--- src/rtl/serial_accum_adder.sv ---
// Bit-serial add/subtract accumulator: one result bit per clock, LSB first.
// Optional signed-overflow flag is built only with SERIAL_ACCUM_ADDER_OVF_EN.
//
// Ports:
//   CLK   - clock, rising edge
//   Rst_n - asynchronous active-low reset
//   St    - start request, sampled only in IDLE
//   Acc   - 1: keep accumulator as X operand, 0: load Xin
//   Mode  - 0: X+Y, 1: X-Y (sampled with St)
//   Xin   - X operand (used when Acc=0)
//   Yin   - Y operand
//   Busy  - high while shifting
//   Done  - one-cycle result-valid pulse
//   Sum   - accumulator contents
//   Cout  - final carry (subtract: 1 = no borrow)
//   Ovf   - signed overflow of the last operation (0 without the macro)
module serial_accum_adder #(
    parameter int WIDTH = 8
) (
    input  logic             CLK,
    input  logic             Rst_n,
    input  logic             St,
    input  logic             Acc,
    input  logic             Mode,
    input  logic [WIDTH-1:0] Xin,
    input  logic [WIDTH-1:0] Yin,
    output logic             Busy,
    output logic             Done,
    output logic [WIDTH-1:0] Sum,
    output logic             Cout,
    output logic             Ovf
);

    localparam int CW = $clog2(WIDTH) + 1;

    localparam logic [1:0] S_IDLE  = 2'd0;
    localparam logic [1:0] S_SHIFT = 2'd1;
    localparam logic [1:0] S_DONE  = 2'd2;

    localparam logic [CW-1:0] LAST = CW'(WIDTH - 1);

    logic [1:0]       state_q, state_d;
    logic [WIDTH-1:0] acc_q, acc_d;
    logic [WIDTH-1:0] add_q, add_d;
    logic [CW-1:0]    cnt_q, cnt_d;
    logic             carry_q, carry_d;
    logic             mode_q, mode_d;
    logic             cout_q, cout_d;

    logic y_bit;
    logic s_bit;
    logic maj;

    // Subtraction is X + ~Y + 1: invert the Y bit and preload carry with 1.
    always_comb begin
        y_bit = add_q[0] ^ mode_q;
        s_bit = acc_q[0] ^ y_bit ^ carry_q;
        maj   = (acc_q[0] & y_bit)
              | (acc_q[0] & carry_q)
              | (y_bit & carry_q);
    end

`ifdef SERIAL_ACCUM_ADDER_OVF_EN
    logic ovf_q, ovf_d;
`endif

    always_comb begin
        state_d = state_q;
        acc_d   = acc_q;
        add_d   = add_q;
        cnt_d   = cnt_q;
        carry_d = carry_q;
        mode_d  = mode_q;
        cout_d  = cout_q;
`ifdef SERIAL_ACCUM_ADDER_OVF_EN
        ovf_d   = ovf_q;
`endif
        unique case (state_q)
            S_IDLE: begin
                if (St) begin
                    add_d   = Yin;
                    carry_d = Mode;
                    mode_d  = Mode;
                    cnt_d   = '0;
                    state_d = S_SHIFT;
                    if (!Acc) begin
                        acc_d = Xin;
                    end
                end
            end
            S_SHIFT: begin
                carry_d = maj;
                acc_d   = {s_bit, acc_q[WIDTH-1:1]};
                add_d   = {1'b0, add_q[WIDTH-1:1]};
                cnt_d   = cnt_q + 1'b1;
                if (cnt_q == LAST) begin
                    state_d = S_DONE;
                    cout_d  = maj;
`ifdef SERIAL_ACCUM_ADDER_OVF_EN
                    // carry_q here is the carry into the MSB position.
                    ovf_d   = carry_q ^ maj;
`endif
                end
            end
            S_DONE: begin
                state_d = S_IDLE;
            end
            default: begin
                state_d = S_IDLE;
            end
        endcase
    end

    always_ff @(posedge CLK or negedge Rst_n) begin
        if (!Rst_n) begin
            state_q <= S_IDLE;
            acc_q   <= '0;
            add_q   <= '0;
            cnt_q   <= '0;
            carry_q <= 1'b0;
            mode_q  <= 1'b0;
            cout_q  <= 1'b0;
        end else begin
            state_q <= state_d;
            acc_q   <= acc_d;
            add_q   <= add_d;
            cnt_q   <= cnt_d;
            carry_q <= carry_d;
            mode_q  <= mode_d;
            cout_q  <= cout_d;
        end
    end

`ifdef SERIAL_ACCUM_ADDER_OVF_EN
    always_ff @(posedge CLK or negedge Rst_n) begin
        if (!Rst_n) begin
            ovf_q <= 1'b0;
        end else begin
            ovf_q <= ovf_d;
        end
    end
    assign Ovf = ovf_q;
`else
    assign Ovf = 1'b0;
`endif

    assign Busy = (state_q == S_SHIFT);
    assign Done = (state_q == S_DONE);
    assign Sum  = acc_q;
    assign Cout = cout_q;

endmodule

--- config.mk ---
export PLATFORM = sky130hd
export DESIGN_NAME = serial_accum_adder
export DESIGN_NICKNAME = d
export VERILOG_FILES = /design/src/rtl/serial_accum_adder.sv
export SDC_FILE = /design/constraint.sdc
export NUM_CORES = 1
export LEC_CHECK = 0
export CORE_MARGIN = 2
export CORE_UTILIZATION = 41
export CTS_CLUSTER_DIAMETER = 80
export DETAILED_ROUTE_END_ITERATION = 7
export DONT_BUFFER_PORTS = 1
export PLACE_DENSITY = 0.56
export SETUP_SLACK_MARGIN = 0.1
export SLEW_MARGIN = 20
export SYNTH_ARGS = -nofsm -noshare
export SYNTH_HDL_FRONTEND = slang
export SYNTH_SLANG_ARGS = --single-unit
--- constraint.sdc ---
create_clock -name CLK -period 1.3 [get_ports CLK]
set_input_delay 0.325 -clock CLK [delete_from_list [all_inputs] [get_ports CLK]]
set_output_delay 0.325 -clock CLK [all_outputs]
set_load 0.1 [all_outputs]
==> results.json <==
{
  "clock-root-buffer": "clkbuf_4",
  "fin_ws_ns": -0.2393,
  "holdCritPathClass": "in -> reg",
  "rsz0062_at_grt": "true",
  "antenna_found_initial": 0,
  "cp-start-kind": "flip-flop",
  "slew_violations": 0,
  "routed_wl_mm": 2.714,
  "final_util_pct": 62.98,
  "setup_viol": 20,
  "holdPathStages": 1,
  "hold_viol": 0,
  "syn-num-nets": 130,
  "port_buffers": 0,
  "htreeDepth": 1,
  "min_to": "add_q[7]",
  "critPathArrivalTime_ns": 1.21,
  "r2r_setup_slack_ns": -0.20,
  "required_ns": 0.98,
  "tns_ns": -1.758,
  "period_needed_ns": 1.539,
  "r2r-end": "Sum[7]",
  "use_met2_pct": 26.22,
  "io_pins": 33,
  "insertion_delay_ns": 0.31,
  "place_ws_ns": -0.1367,
  "final_nets": 177,
  "cts_tree": "yes",
  "path_class": "reg -> out",
  "die_area_um2": 3529,
  "grt_max_degree": 26,
  "syn-cell-area_um2": 1259,
  "clk_pin_slew_ns": 0.13,
  "area_growth_pct": 49.01,
  "clockBufferDepth": 2,
  "max-cap-violations": 0,
  "fin_crit_sh_pct": 118.4,
  "cp_max_fo": 4,
  "reg2reg_depth": 4,
  "synth-seq-cells": 25,
  "synth_area_leaders": "dfrtp_1, mux2_4, o21ai_0",
  "gp_congestion": 0.7578,
  "ys_types": 34,
  "seq_area_frac_synth_pct": 49.70,
  "grt_pass1_wl_mm": 4.312,
  "layout_commonest_cell": "buf_4",
  "layout_common_cells": "buf_4, dfrtp_1, mux2_4, nand2_1, buf_12",
  "wire_per_inst_um": 14.59,
  "cts_sinks": 25,
  "grt_pass1_vias": 941,
  "min_from": "Yin[7]",
  "die_width_um": 59.41,
  "fin_skew_ns": 0.004392,
  "grt_use_met1_pct": 21.94,
  "grt_usage_pct": 16.10,
  "drt-initial-drc-count": 26,
  "end_kind": "output pin",
  "ant_nets": 0,
  "avgSynthCellArea_um2": 11.76,
  "worstReg2RegStart": "mode_q",
  "initial_core_util_pct": 42.27,
  "detail_route.first_pass.iterations": 4,
  "fp-row-count": 20,
  "whs_ns": 0.1510,
  "num_antenna_cells": 0,
  "numCtsBuffers": 3,
  "yosysTopAreaCell": "dfrtp_1",
  "hpwl_mm": 1.811,
  "core_area_um2": 2978,
  "synth_warnings": 0,
  "fp.dieH_um": 59.41,
  "netlist.area_leader.share_pct": 49.70,
  "vias_per_cell": 5.140,
  "drive_gt1_share_pct": 54.25,
  "netlist_instances": 107,
  "grt_overflow_total": 0,
  "drc": 0,
  "failed_checks": "setup timing",
  "vias": 956,
  "max_freq_mhz": 649.6,
  "grt.busiest_layer": "met2",
  "grt_util_met3_pct": 3.275,
  "status": "finished with violations"
}
==> timing repair <==
action | CTS | global route
cloned | 0 | 0
setup buffers | 11 | 8
hold buffers | 2 | 0
hold endpoints to repair | 25 | 0
pin swaps | 4 | 0
endpoints found under the setup margin | 34 | 35
gates resized for setup | 42 | 7
==> cell families (layout without fill, tap and decap cells) <==
group                      count (synthesis)  in the layout  synth area share (%)
DFF                                       25             25                 49.70
xor gates and xnor gates                   1              1                0.6960
and+or+nand+nor                           23             23                 9.344
buffers and inverters                     12             58                 4.572
AOI/OAI and AO/OA                         25             25                 13.52
muxes                                     18             18                 19.28
other                                      1              1                0.2979
adders and majority gates                  2              2                 2.584
==> worst max-delay path by stage <==
stage | start | end | slack, ns | cells after the start
2_1_floorplan | Sum[0] | Sum[7] | -0.29 | 4
3_3_place_gp | mode_q | Sum[7] | -0.12 | 4
3_5_place_dp | mode_q | Sum[7] | -0.14 | 4
4_1_cts | state_q[0] | Done | -0.25 | 3
5_1_grt | state_q[0] | Done | -0.29 | 3
6_report | state_q[0] | Done | -0.24 | 3
==> stage by stage <==
stage / area (um2) / instances
finish: 1876 / 186
global route: 1876 / 186
CTS: 1795 / 178
detailed placement: 1518 / 161
global placement: 1518 / 161
floorplan: 1284 / 107
==> metal layers <==
layer	wire [um]	up-vias
li1	-	466
met1	1212	476
met2	1424	12
met3	65	2
met4	12	0
met5	0	-
==> flip-flops by register name (all words and copies together) (netlist names) <==
register  cells
Sum           8
add_q         8
cnt_q         4
state_q       2
Cout          1
carry_q       1
mode_q        1
==> cell usage after synthesis <==
library cell	count
a21oi_1	2
conb_1	1
inv_6	1
o311ai_0	1
a22o_1	2
and2b_1	1
inv_2	1
buf_2	3
and2_1	1
nand2_1	12
a22oi_1	6
a21oi_4	1
ha_1	1
inv_1	5
buf_4	1
mux2_2	1
mux2_4	12
nand2b_4	1
o21bai_1	1
clkbuf_1	1
o21ai_0	10
fa_1	1
nor2_1	1
mux2i_1	4
nor3_1	1
dfrtp_1	25
mux2_1	1
nor3b_1	1
a31oi_1	1
xnor2_1	1
nand3_1	2
a2bb2oi_1	1
nand2b_1	1
nor2b_1	2
==> worst max-delay path, cell delays in order, from the launching register on <==
cell,delay (ns)
dfrtp_2,0.47
buf_6,0.14
nor2b_4,0.12
buf_12,0.18
==> area by class of cell <==
cell class	instances	area [um2]
clock buffer	4	26.28
fill	245	1102
inverter	7	38.79
multi-input combinational	70	605.6
sequential	25	644.4
tap	33	41.29
timing repair buffer	47	519.2
Power is not shown: default switching activity piles up to over one toggle a cycle in this logic, so the estimate is an artifact.
